### config.mk
export PLATFORM = sky130hd
export DESIGN_NAME = id_exe_pipe
export DESIGN_NICKNAME = d
export VERILOG_FILES = /design/src/rtl/id_exe_pipe.sv
export SDC_FILE = /design/constraint.sdc
export NUM_CORES = 1
export LEC_CHECK = 0
export ABC_CLOCK_PERIOD_IN_PS = 5400
export CAP_MARGIN = 15
export CELL_PAD_IN_SITES_DETAIL_PLACEMENT = 1
export CELL_PAD_IN_SITES_GLOBAL_PLACEMENT = 1
export CORE_ASPECT_RATIO = 0.5
export CORE_MARGIN = 1
export CORE_UTILIZATION = 30
export CTS_BUF_LIST = sky130_fd_sc_hd__clkbuf_2 sky130_fd_sc_hd__clkbuf_4 sky130_fd_sc_hd__clkbuf_8
export DETAILED_ROUTE_END_ITERATION = 12
export HOLD_SLACK_MARGIN = 0.12
export PLACE_DENSITY = 0.73
export SYNTH_ARGS = -nofsm -noshare
export SYNTH_HDL_FRONTEND = slang
export SYNTH_SLANG_ARGS = --single-unit
### constraint.sdc
create_clock -name clock -period 5.4 [get_ports clock]
set_input_delay 0.81 -clock clock [delete_from_list [all_inputs] [get_ports clock]]
set_output_delay 0.81 -clock clock [all_outputs]
set_load 0.005 [all_outputs]
### src/rtl/id_exe_pipe.sv
// ID/EXE pipeline register with an elastic valid/ready handshake and a
// two-entry skid buffer: the EXE-facing register plus one overflow entry.
// It also detects load-use hazards, inserting a bubble after the load, and
// counts the stalled cycles in a saturating counter.
// A flush kills everything held but keeps the stall count.
module id_exe_pipe #(
    parameter int DATA_W  = 32,
    parameter int REG_W   = 5,
    parameter int ALUOP_W = 5,
    parameter int CNT_W   = 16
) (
    input  logic               clock,
    input  logic               reset,
    input  logic               flush,
    input  logic               in_valid,
    output logic               in_ready,
    input  logic [DATA_W-1:0]  in_pc4,
    input  logic [DATA_W-1:0]  in_data1,
    input  logic [DATA_W-1:0]  in_data2,
    input  logic [DATA_W-1:0]  in_ext_imm,
    input  logic [REG_W-1:0]   in_rw,
    input  logic [REG_W-1:0]   in_rs,
    input  logic [REG_W-1:0]   in_rt,
    input  logic               in_uses_rt,
    input  logic [ALUOP_W-1:0] in_aluop,
    input  logic               in_s_b,
    input  logic               in_reg_write,
    input  logic               in_mem_write,
    input  logic               in_memtoreg,
    input  logic [1:0]         in_s_data_write,
    output logic               out_valid,
    input  logic               out_ready,
    output logic [DATA_W-1:0]  out_pc4,
    output logic [DATA_W-1:0]  out_data1,
    output logic [DATA_W-1:0]  out_data2,
    output logic [DATA_W-1:0]  out_ext_imm,
    output logic [REG_W-1:0]   out_rw,
    output logic [REG_W-1:0]   out_rs,
    output logic [REG_W-1:0]   out_rt,
    output logic [ALUOP_W-1:0] out_aluop,
    output logic               out_s_b,
    output logic               out_reg_write,
    output logic               out_mem_write,
    output logic               out_memtoreg,
    output logic [1:0]         out_s_data_write,
    output logic               load_use_stall,
    output logic [CNT_W-1:0]   stall_cnt
);

    // The whole payload travels as one flat vector so the EXE register and
    // the skid entry can be copied and cleared in a single assignment.
    localparam int PAY_W = 4*DATA_W + 3*REG_W + ALUOP_W + 6;
    localparam logic [CNT_W-1:0] CNT_MAX = '1;

    logic [PAY_W-1:0] r_mainPayload;
    logic             r_mainValid;
    logic [PAY_W-1:0] r_skidPayload;
    logic             r_skidValid;
    logic [CNT_W-1:0] r_stallCnt;

    logic [PAY_W-1:0] w_inPayload;
    logic             w_loadUseStall;
    logic             w_accept;
    logic             w_mainAdvance;

    assign w_inPayload = {in_pc4, in_data1, in_data2, in_ext_imm,
                          in_rw, in_rs, in_rt, in_aluop,
                          in_s_b, in_reg_write, in_mem_write, in_memtoreg,
                          in_s_data_write};

    assign {out_pc4, out_data1, out_data2, out_ext_imm,
            out_rw, out_rs, out_rt, out_aluop,
            out_s_b, out_reg_write, out_mem_write, out_memtoreg,
            out_s_data_write} = r_mainPayload;

    assign out_valid = r_mainValid;
    assign stall_cnt = r_stallCnt;

    // A load in EXE whose destination feeds a source of the decode
    // instruction must hold that instruction; register 0 is never a hazard.
    assign w_loadUseStall = in_valid & r_mainValid & out_memtoreg &
                            (out_rw != '0) &
                            ((out_rw == in_rs) | (in_uses_rt & (out_rw == in_rt)));

    assign load_use_stall = w_loadUseStall;
    assign in_ready       = !r_skidValid & !w_loadUseStall;
    assign w_accept       = in_valid & in_ready;
    assign w_mainAdvance  = !r_mainValid | out_ready;

    // Pipeline storage: the skid entry drains ahead of new input so ordering
    // is kept; with nothing to load, the EXE register becomes a zeroed bubble.
    always_ff @(posedge clock) begin
        if (reset || flush) begin
            r_mainPayload <= '0;
            r_mainValid   <= 1'b0;
            r_skidPayload <= '0;
            r_skidValid   <= 1'b0;
        end else if (w_mainAdvance) begin
            if (r_skidValid) begin
                r_mainPayload <= r_skidPayload;
                r_mainValid   <= 1'b1;
                r_skidPayload <= '0;
                r_skidValid   <= 1'b0;
            end else if (w_accept) begin
                r_mainPayload <= w_inPayload;
                r_mainValid   <= 1'b1;
            end else begin
                r_mainPayload <= '0;
                r_mainValid   <= 1'b0;
            end
        end else if (w_accept) begin
            r_skidPayload <= w_inPayload;
            r_skidValid   <= 1'b1;
        end
    end

    // Count every stalled cycle, sticking at all-ones; only reset clears it.
    always_ff @(posedge clock) begin
        if (reset) begin
            r_stallCnt <= '0;
        end else if (w_loadUseStall && (r_stallCnt != CNT_MAX)) begin
            r_stallCnt <= r_stallCnt + 1'b1;
        end
    end

endmodule

# Word-level counts from Yosys, hierarchy flattened
# Index checks and enable logic that the tools add are counted.
[word_totals]
wordCells = 35
output_inout_bits = 173
inputBits = 160
regBits = 326
[op_classes]
n_reduce_logical = 9
n_eq_ne = 4
mux = 7
bitwise_logic = 9
n_addsub = 1
[ops]
columns = ["op", "count"]
rows = [
  ["2-to-1 mux 154 bit", 5],
  ["adder 16 x 1 -> 16 bit, second input constant", 1],
  ["inequality test 16 bit, second input constant", 1],
  ["equality test 5 bit", 2],
  ["bitwise AND 1 bit", 7],
  ["nonzero test 5 bit", 1],
  ["zero test 1 bit", 3],
  ["2-to-1 mux 1 bit", 2],
  ["inequality test 2 bit, second input constant", 1],
  ["OR 1 bit", 2],
  ["AND reduction 2 bit", 1],
  ["nonzero test 2 bit", 1],
  ["OR reduction 2 bit", 1],
  ["logical AND 1 bit", 1],
  ["logical OR 1 bit", 1],
]

# Logic depth before layout (Yosys ltp)
# Gate-level depths: netlist (run 1).
[depth]
ltp_word = 9
ltp_mapped = 9
ltp_nobuf = 7

# Worst setup path after synthesis (run 1)
# OpenSTA, ideal clock, no wires.
[synth_path]
kind = "in2out"
startpoint = "in in_rt[4]"
endpoint = "out in_ready"
t_arrival_ns = 1.749
t_required_ns = 4.590
path_slack_ns = 2.841
cell_stages = 7
n_path_buf = 1
path_cell_list = "xnor2_1 > nand4_1 > o22ai_4 > nand2_2 > buf_2 > clkinv_1 > nor2_1"
[synth_between]
elab_chain_cells = 6
[synth_rtl]
columns = ["item", "line", "rtl"]
rows = [
  ["start, declared", "23", "input logic [REG_W-1:0] in_rt,"],
  ["equality test 5 bit", "83", "((out_rw == in_rs) | (in_uses_rt & (out_rw == in_rt)));"],
  ["bitwise AND 1 bit", "83", ""],
  ["OR 1 bit", "83", ""],
  ["bitwise AND 1 bit", "82", "(out_rw != '0) &"],
  ["named net load_use_stall", "46", "output logic load_use_stall,"],
  ["zero test 1 bit", "86", "assign in_ready = !r_skidValid & !w_loadUseStall;"],
  ["bitwise AND 1 bit", "86", ""],
  ["end, declared", "16", "output logic in_ready,"],
]
# The timed path passes the listed nets, and every way through them passes these cells.

# Worst setup path in the final report (run 1)
[layout_path]
startpoint = "in in_rt[2]"
endpoint = "out in_ready"
[layout_between]
elab_chain_cells = 6
[layout_rtl]
columns = ["item", "line"]
rows = [
  ["equality test 5 bit", "83"],
  ["bitwise AND 1 bit", "83"],
  ["OR 1 bit", "83"],
  ["bitwise AND 1 bit", "82"],
  ["zero test 1 bit", "86"],
  ["bitwise AND 1 bit", "86"],
]
# Every way passes these cells.

==> results by group, run 1 <==
Finish
  – Non-filler cells, final: 2017
  – Area taken by multi-input logic gates: 0.00478 mm²
  – Register area: 0.00653 mm²
  – Share of layout cells above drive strength 1: 7.31%
  – Area Overhead vs Synth: 38.7%
  – Fillcell total: 4280
  – Fin area: 0.0165 mm²
  – Fin util: 42.3%
  – Nets: 1610

GRT
  – Pin count of the biggest net entering global routing: 155
  – Global Route met2 Usage: 37.9%
  – First-pass GRT wire length: 68100 µm
  – Aggregate global-route resource usage: 21.0%
  – Met1 usage: 24.1%
  – Global route hottest layer: met2
  – Antenna violations before repair: 9
  – Grt met3 use: 3.19%
  – Vias in the first global route: 11800
  – Total grt overflow: 0

Synth
  – Post-synth top cells: dfxtp_1, nor2_1, o21ai_0, a221oi_1, a22o_1
  – Syn_area_per_cell: 10.1 µm²
  – FF+latch count, synth: 326
  – Number of synthesis warnings: 0
  – Asr flop ratio synth: 0%
  – Mapped Area: 0.0119 mm²
  – Syn Inst Count: 1176
  – Area leader, netlist: dfxtp_1
  – Top cells by area, synth: dfxtp_1, a221oi_1, a22o_1
  – Most frequent cell after synthesis: dfxtp_1
  – Syn_nets: 1337
  – Seq/Total Area, Yosys: 54.9%
  – Top cell type's share of synthesized area: 54.9%
  – EDFF count, synth: 0
  – Main synth FF type: dfxtp_1
  – Yosys cell types: 43

Clocking
  – CTS tree: built
  – CTS Buffer Depth: 3
  – Post-cts gate resize count: 0
  – H-tree Lvls: 2
  – CTS Hold Bufs: 0
  – # Post-CTS Setup Buffers: 0
  – Worst skew pair latency: 590 ps
  – CTS Buf Count: 50
  – CTS sink count: 326
  – Root buf cell: clkbuf_8
  – Clock transition at path regs: 60 ps

Critical path
  – Critical path type: in2out
  – Reg2Reg Setup Slack: 2220 ps
  – Start point of the critical path: in_rt[2]
  – Critical Path RT: 4590 ps
  – Crit path launch type: input port
  – Reg2Reg Depth: 7
  – Most common cell type on the critical path: clkdlybuf4s50_1
  – Cell family with most CP delay: buffers and inverters
  – Worst R2R End: r_skidPayload[38]
  – Crit end category: output port
  – Crit-path cells: clkdlybuf4s50_1 > xnor2_1 > nand4_1 > o22ai_4 > nand2_2 > clkinv_1 > nor2_1 > clkdlybuf4s50_1
  – Worst endpoint data arrival time: 3100 ps
  – WP buf/inv: 3
  – Critical Path Max Stage Delay: 530 ps
  – Worst path slowest cell: clkdlybuf4s50_1
  – CP Max Fanout: 11
  – Worst setup endpoint: in_ready
  – Worst path depth: 8
  – FF-to-FF Start: r_mainPayload[22]

Drt
  – Routed Antenna Nets: 0
  – Vias per cell: 5.48
  – Residual DRC count: 0
  – Avg WL per Cell: 22.0 µm
  – TritonRoute pass-1 iters: 5
  – Vias: 11100
  – Post-Route WL: 44400 µm
  – Initial DRC Count: 684

Placed design
  – Setup WS pre-CTS: 1460 ps
  – PortBufs: 332
  – DP Area: 0.0155 mm²
  – Inst Count DP: 1927
  – Detailed placement HPWL: 27800 µm
  – Final Wtd Congestion: 0.811

Floorplan
  – Die W: 283 µm
  – Core area: 0.0390 mm²
  – Initial Util: 30.5%
  – Rows: 51
  – DIE AREA: 0.0405 mm²
  – IO Count: 333
  – Die height: 143 µm

Timing
  – Final setup fails: 0
  – Final-report hold violation count: 0
  – Fmax: 256 MHz
  – Max Slew Vio Count: 0
  – Final hold slack: 478 ps
  – Final setup margin: 1490 ps
  – Clock Skews: 26.9 ps
  – RSZ-0062 raised after global routing: no
  – Clock period minus worst slack: 3910 ps
  – Final setup TNS: 0 ps
  – Slew headroom: 15.4%
  – Tightest Pin Transition: 1270 ps
  – Final period util: 72.4%

Power and ir drop
  – Peak supply drop: 144 µV
  – Final Power: 5.01 mW
  – Leak: 5.71 nW
  – PwrDens: 304 mW/mm²

Status
  – Status: completed

Min path
  – Worst hold path class: reg2reg

Run
  – MaxCap Viol Count: 0
## final cells by class
class	instances	area share, %
sequential	326	39.6
multi-input combinational	723	29.0
timing repair buffer	344	21.2
clock buffer	77	5.79
tap	530	4.02
clock inverter	4	0.137
antenna	9	0.137
inverter	4	0.0911
## placed cells by master, fill, tap and decap left out, types with 17 or more instances in the layout
master,Yosys,layout
clkbuf_4,0,17
a22o_1,154,154
clkdlybuf4s50_1,0,332
dfxtp_1,326,325
nor2_1,169,168
a221oi_1,154,154
o21ai_0,156,156
clkbuf_8,0,60
## metal layers
layer  part of all wire (%)  wire length (µm)
met1                     40             17700
met2                     52             23000
met3                    3.5              1560
met4                    5.0              2240
met5                      0                 0
## power by group
part	switching, mW	internal, mW
Sequential	0.0284	2.45
Combinational	0.222	0.246
Clock	0.952	1.11
Total	1.20	3.81
## sequential cells by signal (all words and copies together) (netlist names)
| signal | cells |
|---|---|
| r_skidPayload | 154 |
| stall_cnt | 16 |
| out_valid | 1 |
| r_skidValid | 1 |
| r_mainPayload | 154 |
## worst register-to-register path, cell delays in order (launching register included)
cell and delay (ps):
dfxtp_1 520, xnor2_1 170, nand4_1 180, o22ai_4 320, nand2_2 260, a221oi_4 1070
buf_12 390, a22o_1 220
## kinds of logic after synthesis
kind of cell               count (synthesis)  synth area share (%)
xor gates and xnor gates                  14                  1.03
AOI/OAI and AO/OA                        486                  30.7
DFF                                      326                  54.9
adders and majority gates                  1                 0.105
buffers and inverters                    127                  5.25
muxes                                      3                 0.274
and+or+nand+nor                          219                  7.76
## worst min-delay path by stage
stage / start / to / slack [ps] / cells after the start
floorplan: r_skidPayload[100] / r_skidPayload[100] / 450 / 1
global placement: r_skidPayload[127] / r_skidPayload[127] / 460 / 1
detailed placement: r_skidPayload[101] / r_skidPayload[101] / 470 / 1
CTS: r_skidPayload[56] / r_skidPayload[56] / 480 / 1
global route: r_skidPayload[43] / r_skidPayload[43] / 500 / 1
finish: r_skidPayload[85] / r_skidPayload[85] / 480 / 1
Power figures use the tool's default switching activity.
==> run 2, diff against run 1 <==
--- a/config.mk
+++ b/config.mk
@@ -5,7 +5,7 @@
 export SDC_FILE = /design/constraint.sdc
 export NUM_CORES = 1
 export LEC_CHECK = 0
-export ABC_CLOCK_PERIOD_IN_PS = 5400
+export ABC_CLOCK_PERIOD_IN_PS = 3450
 export CAP_MARGIN = 15
 export CELL_PAD_IN_SITES_DETAIL_PLACEMENT = 1
 export CELL_PAD_IN_SITES_GLOBAL_PLACEMENT = 1
@@ -15,7 +15,7 @@
 export CTS_BUF_LIST = sky130_fd_sc_hd__clkbuf_2 sky130_fd_sc_hd__clkbuf_4 sky130_fd_sc_hd__clkbuf_8
 export DETAILED_ROUTE_END_ITERATION = 12
 export HOLD_SLACK_MARGIN = 0.12
-export PLACE_DENSITY = 0.73
+export PLACE_DENSITY = 0.76
 export SYNTH_ARGS = -nofsm -noshare
 export SYNTH_HDL_FRONTEND = slang
 export SYNTH_SLANG_ARGS = --single-unit
==> constraint.sdc (replaced) <==
create_clock -name clock -period 3.45 [get_ports clock]
set_input_delay 0.5175 -clock clock [delete_from_list [all_inputs] [get_ports clock]]
set_output_delay 0.5175 -clock clock [all_outputs]
set_load 0.005 [all_outputs]
==> run 2 against run 1 <==
Effect of this change:
- routed wire length grew 0.10%
- power grew 61%
- clock power grew 67%
- via count grew 0.75%
- die area is the same
- worst setup slack lost 1300 ps
- sequential share of layout area shrank 0.40 points
- count of clock-buffer cells in the layout shrank 8
- first-iteration DRC count grew 3.1%
- largest cell class unchanged
- final area grew 1.0%
- global-route usage shrank 0.23 points
==> results by group, run 2 (synthesized netlist as in run 1, its figures left out) <==
Timing
  – Slew headroom: 25.8%
  – Tightest Pin Transition: 1110 ps
  – Final setup fails: 0
  – Final setup TNS: 0 ps
  – Clock Skews: 43.5 ps
  – Clock period minus worst slack: 3220 ps
  – Final setup margin: 225 ps
  – Final-report hold violation count: 0
  – Final period util: 93.5%
  – Fmax: 310 MHz
  – RSZ-0062 raised after global routing: no
  – Max Slew Vio Count: 0

Placed design
  – Final Wtd Congestion: 0.830
  – Detailed placement HPWL: 27900 µm
  – PortBufs: 332
  – Setup WS pre-CTS: 254 ps

Clocking
  – CTS Hold Bufs: 0
  – # Post-CTS Setup Buffers: 0
  – Root buf cell: clkbuf_8
  – CTS Buffer Depth: 3
  – CTS sink count: 326
  – CTS Buf Count: 49
  – Post-cts gate resize count: 0
  – Worst skew pair latency: 600 ps
  – H-tree Lvls: 2
  – Clock transition at path regs: 70 ps
  – CTS tree: built

Min path
  – Worst hold path class: reg2reg

Critical path
  – FF-to-FF Start: r_mainPayload[25]
  – Worst setup endpoint: in_ready
  – Crit end category: output port
  – Worst R2R End: r_skidPayload[30]
  – Start point of the critical path: r_mainPayload[25]
  – Crit path launch type: flop
  – CP Max Fanout: 9
  – Worst endpoint data arrival time: 2710 ps
  – Critical path type: reg2out
  – Critical Path RT: 2930 ps
  – Reg2Reg Depth: 9
  – Reg2Reg Setup Slack: 810 ps

GRT
  – First-pass GRT wire length: 67400 µm
  – Pin count of the biggest net entering global routing: 157
  – Total grt overflow: 0
  – Aggregate global-route resource usage: 20.8%
  – Vias in the first global route: 11500
  – Antenna violations before repair: 11

Power and ir drop
  – PwrDens: 484 mW/mm²
  – Leak: 5.80 nW
  – Final Power: 8.06 mW
  – Peak supply drop: 240 µV

Finish
  – Nets: 1618
  – Commonest non-fill, non-tap cell in the layout: clkdlybuf4s50_1
  – Commonest non-fill, non-tap cells in the layout: clkdlybuf4s50_1, dfxtp_1, nor2_1
  – Share of layout cells above drive strength 1: 8.24%
  – Area Overhead vs Synth: 40.1%
  – Fillcell total: 4283

Drt
  – Avg WL per Cell: 21.9 µm
  – Post-Route WL: 44500 µm
  – Routed Antenna Nets: 0
  – Vias: 11100
  – TritonRoute pass-1 iters: 5
  – Initial DRC Count: 705
  – Vias per cell: 5.48
  – Residual DRC count: 0

Floorplan
  – Initial Util: 30.5%
  – Die height: 143 µm
  – Rows: 51
  – DIE AREA: 0.0405 mm²
  – Die W: 283 µm
  – Core area: 0.0390 mm²
  – IO Count: 333

Run
  – MaxCap Viol Count: 0

Status
  – Status: completed
==> run 2: changes by cell type in the layout (fill, tap and decap cells not counted) <==
| cell | delta |
|---|---|
| bufinv_16 | +2 |
| buf_12 | +2 |
| clkbuf_8 | +1 |
| buf_4 | +7 |
| clkinv_2 | +11 |
| diode_2 | +3 |
| clkbuf_4 | -9 |
| clkinvlp_4 | +1 |
==> run 2: worst min path at each step <==
stage | start | end | slack [ps] | depth (start not counted)
finish | r_skidPayload[134] | r_skidPayload[134] | 480 | 1
global route | r_skidPayload[104] | r_skidPayload[104] | 500 | 1
global placement | r_skidPayload[52] | r_skidPayload[52] | 460 | 1
detailed placement | r_skidPayload[44] | r_skidPayload[44] | 470 | 1
CTS | r_skidPayload[134] | r_skidPayload[134] | 480 | 1
floorplan | r_skidPayload[100] | r_skidPayload[100] | 450 | 1
==> run 2: area by class of cell <==
class,count,area (µm²),area share [%]
sequential,326,6530,39.2
multi-input combinational,723,4780,28.7
timing repair buffer,353,3580,21.5
clock buffer,69,900,5.40
tap,530,663,3.98
clock inverter,18,145,0.872
antenna,12,30.0,0.180
inverter,4,15.0,0.0902
==> run 2: where the power goes <==
group          internal [mW]  switching (mW)
Sequential              3.83          0.0466
Clock                   1.84            1.61
Combinational          0.390           0.347
==> run 2: per-layer routing <==
metal / GRT usage (%) / vias to the layer above / part of all wire, %
met5: 0 / - / 0
met4: 12.2 / 0 / 4.9
met3: 3.37 / 124 / 3.7
met2: 36.5 / 276 / 51
met1: 24.2 / 5696 / 40
li1: - / 5050 / -
==> run 2: stage by stage <==
step	instances	hold slack (ps)	instance area, µm²	util [%]
2_1_floorplan	1176	449	11900	-
3_3_place_gp	1936	461	15600	39.9
3_5_place_dp	1936	466	15600	39.9
4_1_cts	2023	483	16600	42.6
5_1_grt	2034	498	16600	42.7
6_report	2035	481	16600	42.7
==> run 2: critical path, cell delays in order, from the launching register on <==
cell             delay [ps]
dfxtp_1                 500
xnor2_1                 170
nand4_1                 190
o22ai_4                 350
nand2_2                  90
clkinv_1                190
nor2_1                   80
clkdlybuf4s50_1         550
